[src/rtl/clockbox_mode_ctrl.sv]
// Front-panel controller for the clockbox: conditions the mode/power/start/stop buttons
// and runs the display-mode and chronometer state machines. Holds no time values.
module clockbox_mode_ctrl #(
    parameter int unsigned CLK_HZ         = 10000,
    parameter int unsigned DEBOUNCE_CYC   = 100,
    parameter int unsigned LONG_PRESS_CYC = 20000
) (
    input  logic clock,
    input  logic reset,
    input  logic btn_mode,
    input  logic btn_power,
    input  logic btn_start,
    input  logic btn_stop,
    output logic disp_en,
    output logic disp_mode,
    output logic disp_page,
    output logic chrono_run,
    output logic chrono_clear
);

    localparam int unsigned DbW = $clog2(DEBOUNCE_CYC);
    localparam int unsigned LpW = $clog2(LONG_PRESS_CYC + 1);
    localparam logic [DbW-1:0] DbLast = DbW'(DEBOUNCE_CYC - 1);
    localparam logic [LpW-1:0] LpMax  = LpW'(LONG_PRESS_CYC);
    localparam logic [LpW-1:0] LpLast = LpW'(LONG_PRESS_CYC - 1);

    localparam int unsigned BMode  = 0;
    localparam int unsigned BPower = 1;
    localparam int unsigned BStart = 2;
    localparam int unsigned BStop  = 3;

    if (CLK_HZ == 0 || DEBOUNCE_CYC < 2 || LONG_PRESS_CYC <= DEBOUNCE_CYC) begin : g_bad_params
        $error("clockbox_mode_ctrl: invalid parameter set");
    end

    typedef enum logic [1:0] {StIdle, StRun, StHold} chrono_st_e;

    logic [3:0]     btn_raw;
    logic [3:0]     sync1_q, sync2_q;
    logic [3:0]     deb_q, deb_d;
    logic [DbW-1:0] db_cnt_q [4];
    logic [DbW-1:0] db_cnt_d [4];

    logic power_rise, mode_fall, start_rise, stop_rise;
    logic start_evt, stop_evt;

    logic           disp_en_q, disp_mode_q, disp_page_q;
    logic [LpW-1:0] press_q;
    logic           long_q;
    chrono_st_e     st_q;
    logic           run_q, clear_q;

    assign btn_raw = {btn_stop, btn_start, btn_power, btn_mode};

    // Two-flop synchronizer for the asynchronous raw buttons.
    always_ff @(posedge clock or negedge reset) begin
        if (!reset) begin
            sync1_q <= '0;
            sync2_q <= '0;
        end else begin
            sync1_q <= btn_raw;
            sync2_q <= sync1_q;
        end
    end

    // Debounce: accept a new level only after it has held for DEBOUNCE_CYC cycles.
    always_comb begin
        deb_d = deb_q;
        for (int i = 0; i < 4; i++) begin
            db_cnt_d[i] = '0;
            if (sync2_q[i] != deb_q[i]) begin
                if (db_cnt_q[i] == DbLast) begin
                    deb_d[i] = sync2_q[i];
                end else begin
                    db_cnt_d[i] = db_cnt_q[i] + 1'b1;
                end
            end
        end
    end

    // Debounced levels and their counters.
    always_ff @(posedge clock or negedge reset) begin
        if (!reset) begin
            deb_q <= '0;
            for (int i = 0; i < 4; i++) db_cnt_q[i] <= '0;
        end else begin
            deb_q <= deb_d;
            for (int i = 0; i < 4; i++) db_cnt_q[i] <= db_cnt_d[i];
        end
    end

    // Strobes fire on the edge where the debounced level changes, so control
    // registers update on that same clock edge.
    assign power_rise = deb_d[BPower] & ~deb_q[BPower];
    assign mode_fall  = ~deb_d[BMode] & deb_q[BMode];
    assign start_rise = deb_d[BStart] & ~deb_q[BStart];
    assign stop_rise  = deb_d[BStop] & ~deb_q[BStop];

    // Panel buttons other than power are inert while the display is off.
    assign start_evt = start_rise & disp_en_q;
    assign stop_evt  = stop_rise & disp_en_q;

    // Power toggle, long-press mode switch and short-press page flip.
    always_ff @(posedge clock or negedge reset) begin
        if (!reset) begin
            disp_en_q   <= 1'b1;
            disp_mode_q <= 1'b0;
            disp_page_q <= 1'b0;
            press_q     <= '0;
            long_q      <= 1'b0;
        end else begin
            if (power_rise) disp_en_q <= ~disp_en_q;
            if (!disp_en_q) begin
                press_q <= '0;
            end else if (mode_fall) begin
                press_q <= '0;
                long_q  <= 1'b0;
                if (!long_q && !disp_mode_q) disp_page_q <= ~disp_page_q;
            end else if (deb_d[BMode] && press_q != LpMax) begin
                press_q <= press_q + 1'b1;
                // Saturation guarantees a single toggle per press.
                if (press_q == LpLast) begin
                    disp_mode_q <= ~disp_mode_q;
                    long_q      <= 1'b1;
                end
            end
        end
    end

    // Chronometer FSM with registered run level and clear pulse; stop beats start.
    always_ff @(posedge clock or negedge reset) begin
        if (!reset) begin
            st_q    <= StIdle;
            run_q   <= 1'b0;
            clear_q <= 1'b0;
        end else begin
            clear_q <= 1'b0;
            unique case (st_q)
                StIdle: begin
                    if (start_evt && !stop_evt) begin
                        st_q  <= StRun;
                        run_q <= 1'b1;
                    end
                end
                StRun: begin
                    if (stop_evt) begin
                        st_q  <= StHold;
                        run_q <= 1'b0;
                    end
                end
                StHold: begin
                    if (stop_evt) begin
                        st_q    <= StIdle;
                        clear_q <= 1'b1;
                    end else if (start_evt) begin
                        st_q  <= StRun;
                        run_q <= 1'b1;
                    end
                end
                default: begin
                    st_q  <= StIdle;
                    run_q <= 1'b0;
                end
            endcase
        end
    end

    assign disp_en      = disp_en_q;
    assign disp_mode    = disp_mode_q;
    assign disp_page    = disp_page_q;
    assign chrono_run   = run_q;
    assign chrono_clear = clear_q;

endmodule

[config.mk]
export PLATFORM = sky130hd
export DESIGN_NAME = clockbox_mode_ctrl
export DESIGN_NICKNAME = d
export VERILOG_FILES = /design/src/rtl/clockbox_mode_ctrl.sv
export SDC_FILE = /design/constraint.sdc
export NUM_CORES = 1
export LEC_CHECK = 0
export ABC_AREA = 1
export CORE_MARGIN = 2
export CORE_UTILIZATION = 30
export DETAILED_ROUTE_END_ITERATION = 8
export RECOVER_POWER = 25
export REMOVE_ABC_BUFFERS = 1
export SETUP_SLACK_MARGIN = 0.15
export SKIP_LAST_GASP = 1
export SLEW_MARGIN = 40
export SYNTH_ARGS = -nofsm -noshare
export SYNTH_HDL_FRONTEND = slang
export SYNTH_SLANG_ARGS = --single-unit
export TNS_END_PERCENT = 30
[constraint.sdc]
create_clock -name clock -period 2.3 [get_ports clock]
set_clock_uncertainty 0.15 [all_clocks]
set_input_delay 0.46 -clock clock [delete_from_list [all_inputs] [get_ports clock]]
set_output_delay 0.46 -clock clock [all_outputs]
set_load 0.005 [all_outputs]
Yosys cells after proc, flatten, opt, wreduce, memory -nomap -nowiden

Index checks and enable logic that the tools add are counted.

Mux-type cells: 34
Equal/unequal tests: 18
Reduce and logical (&&, ||, !) cells: 14
Add/sub/neg operators: 5
Bitwise logic cells: 14

Operators by type and width:

| kind                                                   | count |
|---|---|
| two-way mux 7 bit                                      | 8 |
| two-way mux 15 bit                                     | 3 |
| adder 7 x 1 -> 7 bit (second input constant)           | 4 |
| equality test 7 bit (second input constant)            | 4 |
| two-way mux 1 bit                                      | 17 |
| adder 15 x 1 -> 15 bit (second input constant)         | 1 |
| equality test 15 bit (second input constant)           | 1 |
| inequality test 15 bit (second input constant)         | 1 |
| AND reduction 3 bit                                    | 3 |
| two-way mux 2 bit                                      | 4 |
| inequality test 2 bit (second input constant)          | 4 |
| inverter 1 bit                                         | 8 |
| AND reduction 4 bit                                    | 2 |
| AND 1 bit                                              | 6 |
| case mux 2 bit (3 select lines)                        | 1 |
| inequality test 1 bit                                  | 4 |
| nonzero test 2 bit                                     | 2 |
| logical AND 1 bit                                      | 3 |
| logical NOT 1 bit                                      | 3 |
| inequality test 3 x 2 -> 1 bit (second input constant) | 1 |
| inequality test 3 bit (second input constant)          | 1 |
| case mux 1 bit (3 select lines)                        | 1 |
| equality test 2 x 1 -> 1 bit (second input constant)   | 1 |
| equality test 2 bit (second input constant)            | 1 |
| logical NOT 2 bit                                      | 1 |

Output and inout bits: 5
Word-level logic and storage cells: 100
Input bits: 6
Register bits after elaboration: 63

Logic depth before layout (Yosys ltp)

Word-level depth: 9
Mapped depth: 11
Mapped depth without buffers: 11

Worst setup path before layout

Ideal clock, no wire load.

Path kind: reg2reg
Start: register db_cnt_q[21] in the netlist's numbering
End: register press_q[5]
Required time: 2.033 ns
Setup time: 0.117 ns
Cell stages (with the launch flop): 12
Path buffers: 1
Setup slack: 0.660 ns
Period minus slack after synthesis: 1.640 ns
Arrival: 1.372 ns
Cells stage by stage: dfrtp_1 -> ha_1 -> nand2_2 -> nor2_4 -> nand2_2 -> nand2_2 -> nand2_4 -> nand2_4 -> nand2_4 -> buf_6 -> nand3_1 -> nand2_1

Word-level cells in the longest chain between the ends: 7
Elaborated cells between the ends (all ways): 9
Classes of those cells: eq/ne (2); mux (4); bitwise (2); reduce/logical (1)

Ends and longest elaborated chain:

| item                  | RTL line | source |
|---|---|---|
| from (decl)           | 41       | `logic [DbW-1:0] db_cnt_q [4];` |
| equality test 7 bit * | 72       | `if (db_cnt_q[i] == DbLast) begin` |
| two-way mux 1 bit *   | 72       |  |
| two-way mux 1 bit *   | 71       | `if (sync2_q[i] != deb_q[i]) begin` |
| via deb_d[0]          | 40       | `logic [3:0] deb_q, deb_d;` |
| inverter 1 bit        | 95       | `assign mode_fall = ~deb_d[BMode] & deb_q[BMode];` |
| AND 1 bit             | 95       |  |
| two-way mux 15 bit    | 115      | `end else if (mode_fall) begin` |
| two-way mux 15 bit    | 113      | `if (!disp_en_q) begin` |
| to (signal assigned)  | 120      | `press_q <= press_q + 1'b1;` |
| to (decl)             | 48       | `logic [LpW-1:0] press_q;` |

Mark *: on every way through the listed nets, which the timed path passes. The rest lies on a longest branch.
A chain may end at the register's enable or synchronous reset.

Final worst setup path

Start: register disp_en_q, in the netlist disp_en
End: output disp_en

RTL lines:

| item                   | RTL line | source |
|---|---|---|
| from (decl)            | 47       | `logic disp_en_q, disp_mode_q, disp_page_q;` |
| from (signal assigned) | 112      | `if (power_rise) disp_en_q <= ~disp_en_q;` |
| to (decl)              | 14       | `output logic disp_en,` |

No word-level cell between the ends.

==> key figures <==
Status
  • Outcome: complete, no violations

Final layout
  • N_diodes: 0
  • Fin cells: 568
  • Final core occ: around a third
  • NumNets Final: about 440
  • P&R area growth vs syn: 14.6%
  • Layout cells sized above 1: 10.5%
  • Post-route cell area: 3730 um2

Detailed routing
  • DRT iter0 DRCs: 160
  • Via density per instance: ~4.7
  • Residual DRC: 0
  • WL/cell: around 11 um
  • Via count: about 2,600
  • Drt pass-1 iters: 4
  • DRT Wirelength: 6450 um
  • DRT antenna net count: 0

GRT
  • Vias in the first global route: between 2,000 and 3,000
  • Total track usage: about an eighth
  • Largest net degree at the start of global routing: 64
  • First-pass GRT wire length: roughly 12,000 um
  • Grt ovf: 0
  • Initial antenna violation count: 0

Floorplanning
  • Core ar.: between 10,000 and 15,000 um2
  • Die X: between 100 and 150 um
  • I/O pin count: 11
  • Initial Utilization: 30.4%
  • Die area: roughly 12,000 um2
  • Die height: approximately 110 um
  • Row count: 38

Timing
  • Rel. slew slack: 43.6%
  • Fin. max-slew vios: 0
  • Max Freq: around 0.48 GHz
  • Final setup TNS: 0 ps
  • Tcrit/Tclk final: a little over 90%
  • Final setup violation count: 0
  • Post-route setup slack: slightly above 200 ps
  • Final hold vios: 0
  • WHS: about 200 ps
  • Worst-margin pin slew: around 850 ps
  • RSZ-0062 raised after global routing: no
  • Final min period: between 2000 and 2500 ps

Worst setup path
  • Largest delay contributor family on the critical path: flip-flops
  • Worst setup SP type: register
  • Crit. End Element: output pin
  • Sum of buffers and inverters on the critical path: 1
  • Chain of cells forming the critical path: clkdlybuf4s50_1
  • Slowest stage cell, crit path: dfstp_2
  • WP data arrival: approximately 1500 ps
  • Worst path required time: between 1500 and 2000 ps
  • Largest fanout on the critical path: 7
  • Setup CP Type: reg2out
  • Delay of the slowest critical-path stage: roughly 610 ps

Yosys
  • Post-synth EDFFs: 0
  • Area leader, netlist: dfrtp_1
  • Synthesized cell area: roughly 3300 um2
  • Dominant cells by area after synthesis: dfrtp_1, nand2_1, nor2_1
  • Top cells by instance count after synthesis: nand2_1, dfrtp_1, nor2_1
  • Share of Yosys cell area claimed by the top area cell type: 47.7%
  • Syn avg cell area: approximately 8.1 um2
  • Post-synthesis sequential area ratio: around half
  • Main flop type after synthesis: dfrtp_1
  • Yosys reg bits: between 60 and 70
  • Synth Warn #: 0
  • Async S/R FF share, synth: 100%
  • Instance count of the mapped netlist: 403
  • Most frequent cell after synthesis: nand2_1
  • Distinct cells, synth: 34

Pwr
  • Pwr Total: between 2 and 2.5 mW
  • Combinational power share: 3.5%
  • Register share of total power: 51.8%
  • Pwr dens: between 500 and 600 nW/um2
  • P_leak: between 1.5 and 2 nW
  • Clock share of power: roughly 45%
  • Worst VDD drop: 0.435 mV
  • P_int: 1.72 mW
  • Switching Share: a little under a quarter
  • Sw Pwr: roughly 0.50 mW

CTS
  • Clock latency on the worst-skew pair: approximately 360 ps
  • Clock Path Buffers: 2
  • Clock transition at path regs: roughly 70 ps
  • CTS Buf Count: 9
  • CTS sink cnt: 63
  • TritonCTS clock tree: yes
  • Clock root buffer: clkbuf_8
  • # H-tree levels: 3

Placed design
  • DP HPWL: ~4600 um
  • Placed instance area: approximately 3500 um2
  • PortBufs: 10
  • RePlAce Congestion: about 0.97
  • DP Cell Count: 549
  • Pre-CTS setup slack: 425 ps

Flow run
  • Max Cap Violations: 0

Worst hold path
  • Tightest Hold Check Type: reg2reg
==> timing repair <==
item	4_1_cts	5_1_grt
setup buffers	0	2
resized for setup	0	0
hold buffers	1	0
setup endpoints to repair	0	1
hold endpoints to repair	62	0
==> path summary, 6_finish.rpt <==
kind                            startpoint     endpoint  slack, ps  cells after the start
worst max-delay path               disp_en      disp_en        210                      1
worst min-delay path            sync1_q[3]   sync2_q[3]        200                      0
worst max register to register  press_q[0]    disp_mode        420                     10
worst min register to register  sync1_q[3]   sync2_q[3]        200                      0
max in group asynchronous            reset   sync2_q[1]        740                      3
min in group asynchronous            reset  db_cnt_q[3]        670                      3
==> metal layers <==
layer / GRT usage (%) / vias to the layer above / share of wire, %
met5: 0 / - / 0
met4: 5.95 / 0 / 1.9
met3: 3.62 / 10 / 5.1
met2: 19.9 / 56 / 46
met1: 16.1 / 1252 / 47
li1: - / 1329 / -
==> power groups by stage <==
| stage | clock [mW] | sequential (mW) | combinational, mW |
|---|---|---|---|
| finish | 0.990 | 1.15 | 0.0779 |
| global route | 1.08 | 1.15 | 0.0959 |
| CTS | 1.02 | 1.15 | 0.0861 |
| detailed placement | 0 | 1.17 | 0.0843 |
| global placement | 0 | 1.17 | 0.0835 |
| floorplan | 0 | 1.17 | 0.0422 |
==> flip-flops by register name (all words and copies together) (netlist names) <==
signal / flops
disp_page: 1
st_q: 2
disp_mode: 1
disp_en: 1
deb_q: 4
sync1_q: 4
press_q: 15
chrono_run: 1
chrono_clear: 1
long_q: 1
sync2_q: 4
db_cnt_q: 28
==> cells by family after synthesis <==
group | count (synthesis) | share of synthesized area, %
AO/OA/AOI/OAI | 32 | 5.62
XOR/XNOR | 12 | 3.23
adder cells (fa/ha/maj) | 6 | 2.31
buffers and inverters | 58 | 7.23
flip-flops | 63 | 48.5
AND/OR/NAND/NOR | 232 | 33.1
==> layout make-up <==
type                       count  area [um2]
multi-input combinational    282        1440
fill                        1094        6970
clock inverter                 5        56.3
inverter                      53         199
timing repair buffer          14         128
sequential                    63        1580
clock buffer                  11         151
tap                          140         175
==> cell usage in the layout, fill, tap and decap left out, types with 4 or more instances in the layout <==
| cell type | n |
|---|---|
| a21oi_1 | 14 |
| clkbuf_8 | 11 |
| clkdlybuf4s50_1 | 5 |
| dfrtp_1 | 62 |
| dlygate4sd3_1 | 5 |
| ha_1 | 6 |
| inv_1 | 48 |
| inv_2 | 5 |
| nand2_1 | 80 |
| nand2_2 | 5 |
| nand3_1 | 44 |
| nand4_1 | 9 |
| nor2_1 | 62 |
| nor3_1 | 12 |
| o21ai_0 | 9 |
| xnor2_1 | 8 |
| xor2_1 | 4 |
Power figures use the tool's default switching activity.
